$ cat src/rtl/mux_nx1_hs.sv
// mux_nx1_hs: N-to-1 valid/ready multiplexer with a single registered output
// stage. MODE 0 steers by the external sel port, MODE 1 arbitrates
// round-robin starting after the last served channel.

// Per-channel ready generation: a channel is ready only when it holds the
// grant and the output register can take a word this cycle.
module mux_nx1_hs_lane #(
  parameter int SELW = 2,
  parameter int IDX  = 0
) (
  input  logic            load_en,
  input  logic            gnt_vld,
  input  logic [SELW-1:0] gnt_idx,
  output logic            ready
);

  assign ready = load_en & gnt_vld & (gnt_idx == SELW'(IDX));

endmodule

module mux_nx1_hs #(
  parameter  int N    = 4,
  parameter  int W    = 8,
  parameter  int MODE = 0,
  localparam int SELW = $clog2(N)
) (
  input  logic            clk,
  input  logic            rst,
  input  logic [N*W-1:0]  in_data,
  input  logic [N-1:0]    in_valid,
  output logic [N-1:0]    in_ready,
  input  logic [SELW-1:0] sel,
  output logic [W-1:0]    out_data,
  output logic            out_valid,
  input  logic            out_ready,
  output logic [SELW-1:0] out_chan
);

  logic [W-1:0]    out_data_q, out_data_d;
  logic [SELW-1:0] out_chan_q, out_chan_d;
  logic            out_valid_q, out_valid_d;
  logic [SELW-1:0] ptr_q, ptr_d;

  logic            load_en;
  logic            gnt_vld;
  logic [SELW-1:0] gnt_idx;
  logic            sel_vld;
  logic            rr_found;
  logic [SELW-1:0] rr_idx;
  logic            xfer;
  logic [W-1:0]    gnt_data;

  // Register is loadable when empty or draining; reset forces it closed so
  // no channel sees ready while rst is high.
  assign load_en = ~rst & (~out_valid_q | out_ready);

  // Fixed-select grant: sel codes at or above N grant nothing. The loop keeps
  // the in_valid lookup inside range for non-power-of-two N.
  always_comb begin
    sel_vld = 1'b0;
    for (int i = 0; i < N; i++) begin
      if (i == int'(sel)) sel_vld = in_valid[i];
    end
  end

  // Round-robin search starting one past the pointer, wrapping N-1 -> 0.
  always_comb begin
    int c;
    rr_found = 1'b0;
    rr_idx   = ptr_q;
    c        = 0;
    for (int k = 1; k <= N; k++) begin
      c = int'(ptr_q) + k;
      if (c >= N) c = c - N;
      if (!rr_found && in_valid[c]) begin
        rr_found = 1'b1;
        rr_idx   = SELW'(c);
      end
    end
  end

  // Mode select for the grant; MODE is constant so only one path remains.
  always_comb begin
    if (MODE == 1) begin
      gnt_idx = rr_idx;
      gnt_vld = |in_valid;
    end else begin
      gnt_idx = sel;
      gnt_vld = sel_vld;
    end
  end

  // One ready-generation lane per input channel.
  for (genvar g = 0; g < N; g++) begin : g_lane
    mux_nx1_hs_lane #(.SELW(SELW), .IDX(g)) u_lane (
      .load_en (load_en),
      .gnt_vld (gnt_vld),
      .gnt_idx (gnt_idx),
      .ready   (in_ready[g])
    );
  end

  assign xfer = load_en & gnt_vld;

  // Data steering from the granted channel; a loop avoids out-of-range
  // part-selects when gnt_idx holds an unused code.
  always_comb begin
    gnt_data = '0;
    for (int i = 0; i < N; i++) begin
      if (i == int'(gnt_idx)) gnt_data = in_data[i*W +: W];
    end
  end

  // Next state: load on transfer, drop valid on drain without refill,
  // otherwise hold. Pointer advances only on a completed transfer.
  always_comb begin
    out_data_d  = out_data_q;
    out_chan_d  = out_chan_q;
    out_valid_d = out_valid_q;
    ptr_d       = ptr_q;
    if (xfer) begin
      out_data_d  = gnt_data;
      out_chan_d  = gnt_idx;
      out_valid_d = 1'b1;
      if (MODE == 1) ptr_d = gnt_idx;
    end else if (out_valid_q && out_ready) begin
      out_valid_d = 1'b0;
    end
  end

  // Output register and arbitration pointer; pointer resets to N-1 so the
  // first round-robin search begins at channel 0.
  always_ff @(posedge clk or posedge rst) begin
    if (rst) begin
      out_data_q  <= '0;
      out_chan_q  <= '0;
      out_valid_q <= 1'b0;
      ptr_q       <= SELW'(N - 1);
    end else begin
      out_data_q  <= out_data_d;
      out_chan_q  <= out_chan_d;
      out_valid_q <= out_valid_d;
      ptr_q       <= ptr_d;
    end
  end

  assign out_data  = out_data_q;
  assign out_chan  = out_chan_q;
  assign out_valid = out_valid_q;

endmodule

$ cat config.mk
export PLATFORM = sky130hd
export DESIGN_NAME = mux_nx1_hs
export DESIGN_NICKNAME = d
export VERILOG_FILES = /design/src/rtl/mux_nx1_hs.sv
export SDC_FILE = /design/constraint.sdc
export NUM_CORES = 1
export LEC_CHECK = 0
export BUFFER_PORTS_ARGS = -buffer_cell sky130_fd_sc_hd__clkbuf_2
export CORE_MARGIN = 2
export CORE_UTILIZATION = 42
export DETAILED_ROUTE_END_ITERATION = 16
export PLACE_DENSITY = 0.94
export SLEW_MARGIN = 20
export SYNTH_ARGS = -nofsm -noshare
export SYNTH_HDL_FRONTEND = slang
export SYNTH_SLANG_ARGS = --single-unit
$ cat constraint.sdc
create_clock -name clk -period 2.8 [get_ports clk]
set_input_delay 0.28 -clock clk [delete_from_list [all_inputs] [get_ports clk]]
set_output_delay 0.28 -clock clk [all_outputs]
set_load 0.05 [all_outputs]
==> flow_summary.ini, run 1 <==
[outcome]
status = finished, final reports clean

[clock_tree]
cts_root_buffer = clkbuf_4
cts-buffers-inserted = 3
tritoncts = yes
cts_max_level = 1
post_cts_resized = 0
clockBufferDepth = 2
holdBufCountCts = 0
clk_latency_ps = 270
postCtsSetupRepairBufs = 0
cts_sinks = 11
clk_pin_slew_ps = 70

[timing]
post-route-min-period_ps = 2072
rsz0062_at_grt = false
maxSlewHeadroom_pct = 70.72
setup_viol = 0
slew_viol_final = 0
hold_violations = 0
max_freq_ghz = 0.4827
fin_tns_setup_ps = 0
fin_skew_ps = 0.2468
period_share_pct = 73.99
worst_slew_pin_slew_ps = 435.8

[floorplan]
start_util_pct = 44.57
coreArea_mm2 = 0.001727
die-area_mm2 = 0.002191
die_h_um = 46.81
num_rows = 15
io_pins = 56
die_width_um = 46.81

[logic_synthesis]
syn-mean-instance-area_um2 = 13.74
synthCells = 56
synth_nets = 97
synth.cell_area_um2 = 769.5
yosysWarnings = 0
yosysTopAreaCellShare_pct = 35.77
synth-seq-cells = 11
synth_top_area_cell = dfrtp_1
synth_area_leaders = dfrtp_1, mux4_2, mux2_2
yosys.cell_types.count = 19
synth-seq-area-share_pct = 35.77

[place]
place_congestion = 0.7767
place.port_buffers = 55
dp_hpwl_mm = 1.595

[finish]
final_nets = 150
drive_gt1_share_pct = 70.37
diodes = 0
final_common_cell = clkbuf_2
mostFrequentLayoutCells = clkbuf_2, dfrtp_1, mux2_2
syn_to_final_growth_pct = 34.96

[setup_path]
crit_path_max_fanout = 14
crit_start = sel[0]
required_ps = 2520
critPathMostFrequentCell = clkbuf_2
start_kind = input pin
path_cells = clkbuf_2, and3b_2, nor3_1, and4_1, clkbuf_2
criticalPathCategory = in -> out
end_kind = output pin
max_stage_delay_ps = 380
critPathArrivalTime_ps = 1790
slowest_stage = nor3_1
r2r-start = out_valid

[route]
drc = 0
wl_per_cell_um = 14.52
ant_nets = 0
detailedRoute.firstIterationViolations = 1
firstDrtPassIters = 4
num_vias = 695
vias_per_cell = 5.226
finalWirelength_mm = 1.931

[flow_run]
cap_viol_max_count = 0

[global_routing]
grt_pass1_wl_mm = 2.849
grt_antenna_before_repair = 0
overflow = 0
grt_pass1_vias = 686
grt_max_degree = 16
grt_use_total_pct = 19.54

[min_path]
hp-class = in -> async

[power_and_ir_drop]
power_per_cell_area_mw_per_mm2 = 620.9
ir_worst_vdd_uv = 287.6
power.leakage_nw = 0.5488
p_total_w = 0.0006448
==> cell usage after synthesis, drive strengths merged <==
cell / number
o21ai: 3
and3: 1
mux4: 8
and3b: 1
and4: 3
a2111o: 1
a21oi: 3
mux2i: 1
nor2: 2
inv: 4
and2b: 1
buf: 5
clkbuf: 2
nor3: 1
or2: 1
dfrtp: 11
mux2: 8
==> routing by layer <==
layer  part of all wire, %  routed length [um]  track usage (%)  up-vias
met4                   1.7                  32            12.78        0
met2                    52                 995            35.34       46
met3                   7.8                 150            7.308        6
met1                    39                 753            18.09      328
met5                     0                   0                0        -
li1                      -                   -                -      315
==> stage by stage <==
step           setup slack [ps]  hold WS, ps  utilization, %  instance area (um2)  cells
2_1_floorplan             812.9        132.4               -                769.5     56
6_report                  728.2        14.24           60.14                 1039    133
3_3_place_gp              765.7        285.0           58.55                 1011    129
4_1_cts                   706.6        15.82           60.14                 1039    133
3_5_place_dp              697.3        307.7           58.55                 1011    129
5_1_grt                   637.1        34.11           60.14                 1039    133
==> cells by family (layout without fill, tap and decap cells) <==
kind of cell,count (synthesis),count (layout),share of synthesized area (%)
mux,17,17,37.89
compound gates,7,7,6.829
flops,11,11,35.77
buf+inv,11,63,10.41
simple gates,10,10,9.107
==> cell type report <==
type | instances | area (um2)
fill | 154 | 688.2
multi-input combinational | 34 | 414.1
sequential | 11 | 275.3
timing repair buffer | 55 | 275.3
tap | 25 | 31.28
clock buffer | 3 | 22.52
inverter | 4 | 15.01
clock inverter | 1 | 5.005
==> worst max-delay path: cells and delay by family <==
family / cells / cell delay (ps)
simple gates: 3 / 960
buf+inv: 2 / 550
==> sequential cells by signal, indices dropped and copies added, names as in the netlist <==
register   cells
out_chan       2
out_data       8
out_valid      1
==> final timing paths <==
check | slack, ps | endpoint | cells past startpoint
max | 730 | in_ready[0] | 5
min | 10 | out_chan[0] | 2
max reg2reg | 940 | out_data[2] | 4
min reg2reg | 520 | out_data[1] | 1
max in group asynchronous | 2480 | out_data[7] | 2
min in group clk | 360 | out_chan[0] | 3
==> report_power, final <==
| part | switching (W) | leakage [nW] | total (W) | internal, W |
|---|---|---|---|---|
| logic | 0.000215 | 0.400 | 0.000316 | 0.000101 |
| clock network | 0.0000547 | 0.0177 | 0.000108 | 0.0000528 |
| registers | 0.0000220 | 0.131 | 0.000221 | 0.000199 |
| total | 0.000292 | 0.549 | 0.000645 | 0.000353 |
Power figures use the tool's default switching activity.
==> inputs of run 2 (changes only) <==
CORE_UTILIZATION = 36   (was 42)
PLACE_DENSITY = 0.86   (was 0.94)
clock period = 1.8 ns   (was 2.8 ns; I/O delays follow)
==> flow_summary.ini, run 2 (synthesized netlist as in run 1, its figures left out) <==
[outcome]
status = finished, final reports clean

[route]
vias_per_cell = 5.169
num_vias = 734
drc = 0
ant_nets = 0
firstDrtPassIters = 4
finalWirelength_mm = 2.197
detailedRoute.firstIterationViolations = 8
wl_per_cell_um = 15.47

[clock_tree]
cts_root_buffer = clkbuf_4
cts-buffers-inserted = 3
clk_pin_slew_ps = 70
clk_latency_ps = 270
cts_sinks = 11
clockBufferDepth = 2
tritoncts = yes
cts_max_level = 1

[finish]
stdcell_area_mm2 = 0.001125
syn_to_final_growth_pct = 46.18
final_common_cell = clkbuf_2
drive_gt1_share_pct = 72.17
final_nets = 157
seq_area_um2 = 276.5
diodes = 0
fillers = 176
mostFrequentLayoutCells = clkbuf_2, dfrtp_1, mux2_2
largest_reg_flops = 8
multi_input_area_um2 = 445.4

[timing]
slew_viol_final = 0
max_freq_ghz = 0.5625
worst_slew_pin_slew_ps = 428.1
timing.hold.ws_ps = 275.7
setup_ws_ps = 22.25
setup_viol = 0
post-route-min-period_ps = 1778
fin_skew_ps = 1.676
rsz0062_at_grt = true
hold_violations = 0
period_share_pct = 98.76
maxSlewHeadroom_pct = 71.43

[power_and_ir_drop]
p_total_w = 0.001033
power_per_cell_area_mw_per_mm2 = 918.3
power.leakage_nw = 0.5847
ir_worst_vdd_uv = 511.4

[place]
place.port_buffers = 55
dp_hpwl_mm = 1.683
pre_cts_ws_ps = 52.86
place_congestion = 0.7750
place_area_mm2 = 0.001045

[setup_path]
crit_family = compound AO/OA/AOI/OAI gates
path_cells = and2b_2, a2111o_1, a21oi_4, mux2_2
critPathArrivalTime_ps = 1930
required_ps = 1960
criticalPathCategory = reg -> reg
crit_path_max_fanout = 5
end_kind = register
start_kind = register
slowest_stage = a2111o_1
worst-path-buf-inv = 0
max_stage_delay_ps = 420

[floorplan]
num_rows = 16
die-area_mm2 = 0.002523
die_width_um = 50.23
io_pins = 56
coreArea_mm2 = 0.001982
start_util_pct = 38.83
die_h_um = 50.23

[min_path]
hp-class = in -> reg

[flow_run]
cap_viol_max_count = 0

[global_routing]
grt_max_degree = 12
overflow = 0
grt_pass1_wl_mm = 3.505
grt_pass1_vias = 765
grt_antenna_before_repair = 0
grt_use_total_pct = 18.84
-- run 2: power by group --
group / leakage (nW) / internal [W] / switching (W) / total [W]
sequential: 0.130 / 0.000310 / 0.0000328 / 0.000343
clock: 0.0150 / 0.0000859 / 0.0000824 / 0.000168
combinational: 0.440 / 0.000174 / 0.000347 / 0.000521
-- run 2: final timing paths --
kind                              from     endpoint  slack [ps]  depth (start not counted)
setup / recovery             out_valid  out_data[7]          20                          4
hold / removal             in_valid[1]  out_chan[0]         280                          3
setup reg to reg             out_valid  out_data[7]          20                          4
hold reg to reg            out_data[5]  out_data[5]         500                          1
max in group asynchronous          rst    out_valid         980                          3
min in group asynchronous          rst  out_chan[1]         500                          3
-- run 2: stage by stage --
stage | util (%) | TNS, ps | cells
after floorplan | - | 0 | 56
after global placement | 52.71 | 0 | 135
after detailed placement | 52.71 | 0 | 135
after CTS | 54.92 | 0 | 140
after global routing | 56.76 | -138.7 | 142
final | 56.76 | 0 | 142
-- run 2: what timing repair did --
action,CTS,global route
endpoints found under the setup margin,4,12
hold buffers,1,0
resized for setup,2,8
endpoints found under the hold margin,11,0
setup buffers,0,1
cloned,0,1
-- run 2: worst register-to-register path: stages (launching register included) --
cell and delay (ps):
dfrtp_2 400, and2b_2 230, a2111o_1 420, a21oi_4 260
mux2_2 370
-- run 2: routing by layer --
| layer | share of wire [%] | wire [um] | track usage, % |
|---|---|---|---|
| met5 | 0 | 0 | 0 |
| met4 | 1.8 | 40 | 3.704 |
| met3 | 6.3 | 139 | 5.655 |
| met2 | 57 | 1261 | 38.16 |
| met1 | 34 | 754 | 18.23 |
-- run 2: cell type report --
| class | count | share of cell area, % |
|---|---|---|
| Timing Repair Buffer | 61 | 29.14 |
| Multi-Input combinational cell | 35 | 39.60 |
| Clock buffer | 4 | 2.336 |
| Inverter | 4 | 1.335 |
| Tap cell | 27 | 3.003 |
| Sequential cell | 11 | 24.58 |
